--- src/rtl/sub_pkg.sv ---
// Shared constants and the per-stage register bundle for the borrow-lookahead
// subtractor. Stage fields are sized to SUB_MAX_W so any legal WIDTH fits;
// bits above WIDTH are tied to zero and fall away in synthesis.
package sub_pkg;

    localparam int SUB_WIDTH = 8;   // default operand width
    localparam int SUB_CHUNK = 4;   // default bits resolved per stage
    localparam int SUB_MAX_W = 64;  // widest operand the stage bundle can carry

    // One pipeline stage: valid, chunk borrow-out, difference bits resolved so
    // far (low end), and the operands carried for the chunks still to come.
    typedef struct packed {
        logic                 vld;
        logic                 bor;
        logic [SUB_MAX_W-1:0] diff;
        logic [SUB_MAX_W-1:0] a;
        logic [SUB_MAX_W-1:0] b;
    } stage_reg_t;

endpackage

--- src/rtl/borrow_lookahead_chunk.sv ---
// CHUNK-bit combinational borrow-lookahead subtractor slice.
// Every internal borrow is expanded as a flat sum of products over the
// generate/propagate terms rather than rippled bit by bit.
module borrow_lookahead_chunk #(
    parameter int CHUNK = 4
) (
    input  logic [CHUNK-1:0] a,
    input  logic [CHUNK-1:0] b,
    input  logic             bin,
    output logic [CHUNK-1:0] d,
    output logic             bout
);

    logic [CHUNK-1:0] g;
    logic [CHUNK-1:0] p;
    logic [CHUNK:0]   bor;

    // Generate-borrow where A=0,B=1; propagate where the bits are equal.
    assign g = ~a & b;
    assign p = ~(a ^ b);

    // Lookahead: bor[i+1] = g[i] | p[i]g[i-1] | ... | p[i..0]bin.
    always_comb begin
        logic term;
        logic pchain;
        bor    = '0;
        bor[0] = bin;
        for (int i = 0; i < CHUNK; i++) begin
            term   = g[i];
            pchain = p[i];
            for (int j = i - 1; j >= 0; j--) begin
                term   = term | (pchain & g[j]);
                pchain = pchain & p[j];
            end
            bor[i+1] = term | (pchain & bin);
        end
    end

    assign d    = a ^ b ^ bor[CHUNK-1:0];
    assign bout = bor[CHUNK];

endmodule

--- src/rtl/borrow_lookahead_subtractor.sv ---
// Pipelined unsigned subtractor: o_result = {A<B, (A-B) mod 2^WIDTH}.
// Chunk k is resolved in stage k; latency is WIDTH/CHUNK cycles with one
// operation per cycle throughput. A stalled output freezes the whole pipe.
// Optional: define SUB_OVERFLOW_EN to add o_ovf (two's-complement overflow).
// WIDTH must be a multiple of CHUNK, at least 2 and at most SUB_MAX_W.
module borrow_lookahead_subtractor
    import sub_pkg::*;
#(
    parameter int WIDTH = SUB_WIDTH,
    parameter int CHUNK = SUB_CHUNK
) (
    input  logic             i_clk,
    input  logic             i_rst,
    input  logic             i_valid,
    output logic             o_ready,
    input  logic [WIDTH-1:0] i_min,
    input  logic [WIDTH-1:0] i_sub,
    output logic             o_valid,
    input  logic             i_ready,
    output logic [WIDTH:0]   o_result
`ifdef SUB_OVERFLOW_EN
   ,output logic             o_ovf
`endif
);

    localparam int STAGES = WIDTH / CHUNK;

    logic [STAGES:0] vld_pipe;
    logic            adv;
    stage_reg_t      last_q;

    // Everything advances unless a finished result is waiting on downstream.
    assign adv      = !(o_valid && !i_ready);
    assign o_ready  = adv;
    assign o_valid  = vld_pipe[STAGES];
    assign vld_pipe[0] = i_valid;

    for (genvar k = 0; k < STAGES; k++) begin : g_stage
        stage_reg_t       src;
        stage_reg_t       nxt;
        stage_reg_t       q;
        logic [CHUNK-1:0] d;
        logic             bout;

        if (k == 0) begin : g_first
            // Stage 0 works straight off the input operands, no borrow-in.
            always_comb begin
                src              = '0;
                src.vld          = i_valid;
                src.a[WIDTH-1:0] = i_min;
                src.b[WIDTH-1:0] = i_sub;
            end
        end else begin : g_next
            assign src = g_stage[k-1].q;
        end

        borrow_lookahead_chunk #(.CHUNK(CHUNK)) u_chunk (
            .a    (src.a[k*CHUNK +: CHUNK]),
            .b    (src.b[k*CHUNK +: CHUNK]),
            .bin  (src.bor),
            .d    (d),
            .bout (bout)
        );

        // Merge this chunk's difference and borrow-out into the carried bundle.
        always_comb begin
            nxt                        = src;
            nxt.diff[k*CHUNK +: CHUNK] = d;
            nxt.bor                    = bout;
        end

        // Stage register: cleared on reset, frozen while the output stalls.
        always_ff @(posedge i_clk or posedge i_rst) begin
            if (i_rst) begin
                q <= '0;
            end else if (adv) begin
                q <= nxt;
            end
        end

        assign vld_pipe[k+1] = q.vld;

        if (k == STAGES - 1) begin : g_last
            assign last_q = q;
        end
    end

    assign o_result = {last_q.bor, last_q.diff[WIDTH-1:0]};

`ifdef SUB_OVERFLOW_EN
    // Overflow when operand signs differ and the result sign differs from A.
    assign o_ovf = (last_q.a[WIDTH-1] ^ last_q.b[WIDTH-1])
                 & (last_q.diff[WIDTH-1] ^ last_q.a[WIDTH-1]);
`endif

    // Operand bits of the final stage and unused high bundle bits are only
    // needed for overflow; keep them visibly consumed in every build.
    logic unused_tail;
    assign unused_tail = ^last_q;

endmodule

--- config.mk ---
export PLATFORM = sky130hd
export DESIGN_NAME = borrow_lookahead_subtractor
export DESIGN_NICKNAME = d
export VERILOG_FILES = /design/src/rtl/sub_pkg.sv /design/src/rtl/borrow_lookahead_chunk.sv /design/src/rtl/borrow_lookahead_subtractor.sv
export SDC_FILE = /design/constraint.sdc
export NUM_CORES = 1
export LEC_CHECK = 0
export BUFFER_PORTS_ARGS = -buffer_cell sky130_fd_sc_hd__buf_2
export CELL_PAD_IN_SITES_DETAIL_PLACEMENT = 0
export CELL_PAD_IN_SITES_GLOBAL_PLACEMENT = 1
export CORE_UTILIZATION = 39
export DETAILED_ROUTE_END_ITERATION = 12
export PLACE_DENSITY_LB_ADDON = 0.1
export SLEW_MARGIN = 15
export SYNTH_ARGS = -nofsm -noshare
export SYNTH_HDL_FRONTEND = slang
export SYNTH_SLANG_ARGS = --single-unit
--- constraint.sdc ---
create_clock -name i_clk -period 1.6 [get_ports i_clk]
set_clock_uncertainty 0.1 [all_clocks]
set_input_delay 0.08 -clock i_clk [delete_from_list [all_inputs] [get_ports i_clk]]
set_output_delay 0.08 -clock i_clk [all_outputs]
set_load 0.01 [all_outputs]
Word-level counts from Yosys, hierarchy flattened
Index checks and enable logic that the tools add are counted.
{"block": "word_totals", "ff_bits": 32, "memories": 0, "ramBits": 0, "inputBits": 20, "latch_bits": 0, "rom_bits": 0, "out_inout_bits": 11, "wordCells": 62}
{"block": "op_classes", "shifts": 0, "magnitude_cmp": 0, "n_addsub": 0, "multipliers": 0, "eq_ne": 0, "n_bitwise": 51, "n_reduce_logical": 3, "n_mux": 0, "div": 0}
{"operator": "1-bit AND", "n": 25}
{"operator": "4-bit NOT", "n": 4}
{"operator": "1-bit bitwise OR", "n": 16}
{"operator": "4-bit bitwise XOR", "n": 4}
{"operator": "4-bit AND", "n": 2}
{"operator": "1-bit zero test", "n": 2}
{"operator": "1-bit logical AND", "n": 1}

Depth between registers and ports, before layout
{"block": "logic_depth", "depth_word": 7, "depth_mapped": 6, "mapped_depth_nobuf": 6}

By module
A second synthesis with hierarchy kept.
{"block": "unflattened", "hier_cells": 109, "hier_area_um2": 1405.1}
{"mod": "borrow_lookahead_subtractor", "instances": 1, "area_each_um2": 1004.7, "cells_each": 55, "seq_area_each_um2": 600.6}
{"mod": "borrow_lookahead_chunk", "instances": 2, "area_each_um2": 200.2, "cells_each": 27, "seq_area_each_um2": 0.0}

Worst setup path before layout
OpenSTA, ideal clock, no wires.
{"block": "synth_path", "path_kind": "reg2reg", "from": "register g_stage[0].q[68] (netlist name)", "to": "register g_stage[1].q (netlist bit o_result[6])", "period_less_slack_ns": 1.452, "arrival_time_ns": 1.230, "t_required_ns": 1.378, "path_buffers": 0, "setup_time_ns": 0.122, "setup_slack_ns": 0.148, "stages_incl_launch_ff": 7, "path_cell_list": "dfrtp_1 inv_1 ha_1 a21o_1 a21oi_2 xnor2_1 a21oi_2"}
{"block": "synth_between", "elab_chain_cells": 6, "elab_cells_between_ends": 10, "classes_between": "bitwise: 10"}
{"element": "from (decl)", "line": "borrow_lookahead_subtractor.sv:41", "rtl": "stage_reg_t q;"}
{"element": "from (signal assigned)", "line": "borrow_lookahead_subtractor.sv:77", "rtl": "q <= nxt;"}
{"element": "4-bit NOT / 4-bit bitwise XOR (equally long branches)", "line": "borrow_lookahead_chunk.sv:19, borrow_lookahead_chunk.sv:20"}
{"element": "4-bit AND / 4-bit NOT (equally long branches)", "line": "borrow_lookahead_chunk.sv:19, borrow_lookahead_chunk.sv:20"}
{"element": "1-bit AND, on equally long branches", "line": "borrow_lookahead_chunk.sv:32, borrow_lookahead_chunk.sv:33"}
{"element": "1-bit bitwise OR / 1-bit AND (equally long branches)", "line": "borrow_lookahead_chunk.sv:32, borrow_lookahead_chunk.sv:35"}
{"element": "1-bit bitwise OR *", "line": "borrow_lookahead_chunk.sv:35", "rtl": "bor[i+1] = term | (pchain & bin);"}
{"element": "4-bit bitwise XOR *", "line": "borrow_lookahead_chunk.sv:39", "rtl": "assign d = a ^ b ^ bor[CHUNK-1:0];"}
{"element": "to (signal assigned)", "line": "borrow_lookahead_subtractor.sv:77"}
{"element": "to (decl)", "line": "borrow_lookahead_subtractor.sv:41"}
Every way passes the cells marked *; elsewhere a longest branch is shown, timed or not.
A chain may end at the register's enable or synchronous reset.

Final worst setup path
{"block": "layout_path", "from": "input port i_ready", "to": "output port o_ready"}
{"block": "layout_between", "elab_chain_cells": 3}
{"element": "from (decl)", "line": "borrow_lookahead_subtractor.sv:19", "rtl": "input logic i_ready,"}
{"element": "1-bit zero test", "line": "borrow_lookahead_subtractor.sv:33", "rtl": "assign adv = !(o_valid && !i_ready);"}
{"element": "1-bit logical AND", "line": "borrow_lookahead_subtractor.sv:33"}
{"element": "1-bit zero test", "line": "borrow_lookahead_subtractor.sv:33"}
{"element": "to (decl)", "line": "borrow_lookahead_subtractor.sv:15", "rtl": "output logic o_ready,"}
No other way between the ends.

==> key figures <==
Floorplanning
  – Placeable core area: 2880 um2
  – Die Outline Area: 3380 um2
  – Effective utilization at floorplan: 42.7%
  – Die width: 58.1 um
  – DIE HEIGHT: 58.1 um
  – I/O pin count: 31
  – Row Count: 19

Cells and area
  – Synthesis-to-layout area growth: 27.8%
  – Final net count: 204
  – Fraction of final layout cells sized beyond drive strength 1: 26.9%
  – Diode insertion count for antenna repair: 0
  – Fill count: 271
  – Post-route insts no fill: 213

Run status
  – Status: finished clean

Timing
  – Final hold violation count: 0
  – RSZ-0062 raised after global routing: false
  – Final setup violation count: 0
  – Maximum frequency from static timing analysis: 0.665 GHz
  – Max-Slew Margin vs Limit: 80.0%
  – Setup_tns: 0 ps
  – Final Cycle Share: 94.0%
  – Final critical path time including I/O delays and setup: 1500 ps
  – Worst-Margin Slew: 300 ps
  – Worst path setup slack after routing: 96.3 ps
  – Final hold slack: 25.1 ps
  – Pins over their slew limit: 0

Pwr
  – Comb pwr share: 35.1%
  – VDD IR-drop max: 0.000380 V
  – Relative contribution of sequential cells to total power: 49.7%
  – Switching power summed over all nets: 0.000537 W
  – Leakage: 0.821 nW
  – Power density of the placed cells: 1040 nW/um2
  – Proportion of total power due to net switching: 32.7%
  – Internal Power: 0.00110 W
  – Clock network power share: 15.2%

Clock network
  – Number of buffers inserted during clock tree synthesis: 3
  – Clock tree from TritonCTS: built
  – Number of buffers on the longest clock path: 2
  – Clock-pin slew on the worst setup and hold paths: 110 ps
  – Clock tree root buffer cell: sky130_fd_sc_hd__clkbuf_4
  – Clk sink count: 24
  – Clock insertion delay at the later pin of the skew report: 300 ps
  – Total number of H-tree levels: 1

Critical path
  – Critical path depth in cells: 5
  – Critical Path Fanout Max: 30
  – WS Path Type: primary input to output port
  – Worst Path Arrival: 1320 ps
  – R2R cell count: 6
  – CP Data Required Time: 1420 ps
  – Setup crit end kind: output port
  – Category of the worst setup path launch point: primary input
  – Largest incremental delay on the critical path: 540 ps
  – Number of buffer and inverter stages on the critical path: 4
  – Kind of cell with the highest combined delay on the critical path: buffers and inverters
  – Library cell appearing most often on the critical path: sky130_fd_sc_hd__buf_2
  – Critical-path cell with the highest stage delay: sky130_fd_sc_hd__dlygate4sd3_1
  – Cell breakdown of the critical path: dlygate4sd3_1, buf_2, nor2b_4, inv_4, buf_2

Synth
  – Most frequent cells after synthesis: sky130_fd_sc_hd__nand2_1, sky130_fd_sc_hd__dfrtp_1, sky130_fd_sc_hd__inv_1
  – Flops & latches, synth: 24
  – Number of distinct library cells after synthesis: 23
  – Main flop type after synthesis: sky130_fd_sc_hd__dfrtp_1
  – Cell with the most instances after synthesis: sky130_fd_sc_hd__nand2_1
  – Number of flops mapped to enable cells by yosys: 0
  – Area fraction of the dominant cell type after synthesis: 48.9%
  – Dominant cells by area after synthesis: sky130_fd_sc_hd__dfrtp_1, sky130_fd_sc_hd__nand2_1, sky130_fd_sc_hd__ha_1
  – Warning count from the yosys run: 0
  – Synth Area per Inst: 9.59 um2
  – Number of nets in the synthesized netlist: 159
  – Cell area after synthesis: 1230 um2
  – Asr flop ratio synth: 100%
  – Sequential element share of the synthesized area: 48.9%
  – Number of instances in the synthesized netlist: 128
  – Cell accounting for the most synthesized area: sky130_fd_sc_hd__dfrtp_1

Route
  – Total number of vias: 932
  – Final wirelength: 2140 um
  – 1st-iter DRT viols: 14
  – Pre-Repair DR Iteration Count: 3
  – Vias per cell: 4.38
  – Average wire per standard cell: 10.0 um
  – Number of remaining DRC errors: 0
  – Remaining number of nets flagged by the antenna check after routing: 0

Placement
  – Port Buf Inserts: 30
  – Worst Setup Slack post-DPL: 51.8 ps
  – RD Place Congestion: 0.743
  – Post-Place Cells: 198
  – Estimated wirelength of the detail-placed design: 1590 um

GRT
  – GR Util met1: 18.8%
  – Grt total ovfl: 0
  – Number of antenna violations at the first check in global routing: 0
  – Wire length of the first global-routing pass: 3820 um
  – Gr usage total: 14.8%
  – Met3 demand-to-capacity share in global routing: 3.13%
  – GR Layer Usage met2: 25.0%
  – Most Crowded Layer GR: met2
  – Pin count of the biggest net entering global routing: 31
  – Via count of the first global-routing pass: 903

Run
  – Number of max-cap violations: 0

Hold path
  – Worst Hold Depth: 4
  – Class of the tightest hold or removal check: primary input to register
==> through the flow <==
step	cell area [um2]	util (%)	power, W
3_3_place_gp	1410	48.9	0.00136
4_1_cts	1550	54.0	0.00166
5_1_grt	1570	54.5	0.00178
3_5_place_dp	1410	48.9	0.00138
6_report	1570	54.5	0.00164
2_1_floorplan	1230	-	0.00121
==> per-layer routing <==
layer	up-vias	wire, um
met5	-	0
met4	0	17
met3	2	70
met2	18	1070
met1	423	982
li1	489	-
==> worst reg2reg max path, delay by kind of cell (launching register included) <==
kind | cells | cell delay [ps]
flip-flops | 1 | 350
adder cells (fa/ha/maj) | 1 | 380
XOR/XNOR | 1 | 160
AO/OA/AOI/OAI | 3 | 330
buffers and inverters | 1 | 60
==> logic make-up after synthesis <==
| kind of cell | count (synthesis) | share of synthesized area, % |
|---|---|---|
| buf+inv | 20 | 8.56 |
| fa+ha+maj | 11 | 12.4 |
| xor+xnor | 5 | 3.57 |
| compound gates | 21 | 11.4 |
| flops | 24 | 48.9 |
| simple gates | 47 | 15.1 |
==> final timing paths <==
kind	start	to	slack, ps
setup / recovery	i_ready	o_ready	100
hold / removal	i_min[0]	g_stage[0].q[128]	30
setup reg to reg	g_stage[0].q[69]	o_result[7]	100
hold reg to reg	g_stage[0].q[193]	g_stage[0].q[193]	370
max in group asynchronous	i_rst	g_stage[0].q[6]	920
min in group asynchronous	i_rst	g_stage[0].q[192]	240
==> state kept, by name (all words and copies together), names as in the netlist <==
register	count
g_stage.q	14
o_result	9
o_valid	1
==> layout by cell type (no fill, tap or decap), types with 2 or more instances in the layout <==
master | netlist | routed
sky130_fd_sc_hd__a21oi_1 | 5 | 5
sky130_fd_sc_hd__buf_2 | 1 | 30
sky130_fd_sc_hd__ha_1 | 9 | 7
sky130_fd_sc_hd__o21ai_1 | 6 | 6
sky130_fd_sc_hd__a21o_1 | 2 | 2
sky130_fd_sc_hd__clkbuf_4 | 0 | 3
sky130_fd_sc_hd__nor2_1 | 5 | 5
sky130_fd_sc_hd__nand2_1 | 39 | 39
sky130_fd_sc_hd__inv_1 | 14 | 13
sky130_fd_sc_hd__dlygate4sd3_1 | 0 | 12
sky130_fd_sc_hd__fa_1 | 2 | 2
sky130_fd_sc_hd__xnor2_1 | 4 | 4
sky130_fd_sc_hd__buf_4 | 1 | 3
sky130_fd_sc_hd__dfrtp_1 | 24 | 24
sky130_fd_sc_hd__a21oi_2 | 3 | 3
sky130_fd_sc_hd__o21ai_0 | 2 | 2
==> power groups by stage <==
stage | clock network [W] | registers, W | logic (W)
3_5_place_dp | 0 | 0.000827 | 0.000550
6_report | 0.000250 | 0.000815 | 0.000575
2_1_floorplan | 0 | 0.000865 | 0.000343
3_3_place_gp | 0 | 0.000823 | 0.000541
5_1_grt | 0.000297 | 0.000833 | 0.000654
4_1_cts | 0.000270 | 0.000815 | 0.000577
==> timing repair <==
| item | CTS | global route |
|---|---|---|
| hold buffers | 12 | 0 |
| resized for setup | 1 | 3 |
| setup endpoints to repair | 1 | 3 |
| pin swaps | 0 | 3 |
| endpoints found under the hold margin | 37 | 0 |
| buffers inserted | 0 | 0 |
==> final cells by class <==
class / count / area (um2) / share of cell area (%)
Timing Repair Buffer: 45 / 293 / 18.7
Clock buffer: 3 / 22.5 / 1.44
Inverter: 15 / 58.8 / 3.75
Tap cell: 42 / 52.6 / 3.35
Multi-Input combinational cell: 84 / 542 / 34.5
Sequential cell: 24 / 601 / 38.3
Note: power is estimated with default switching activity, not from simulation.
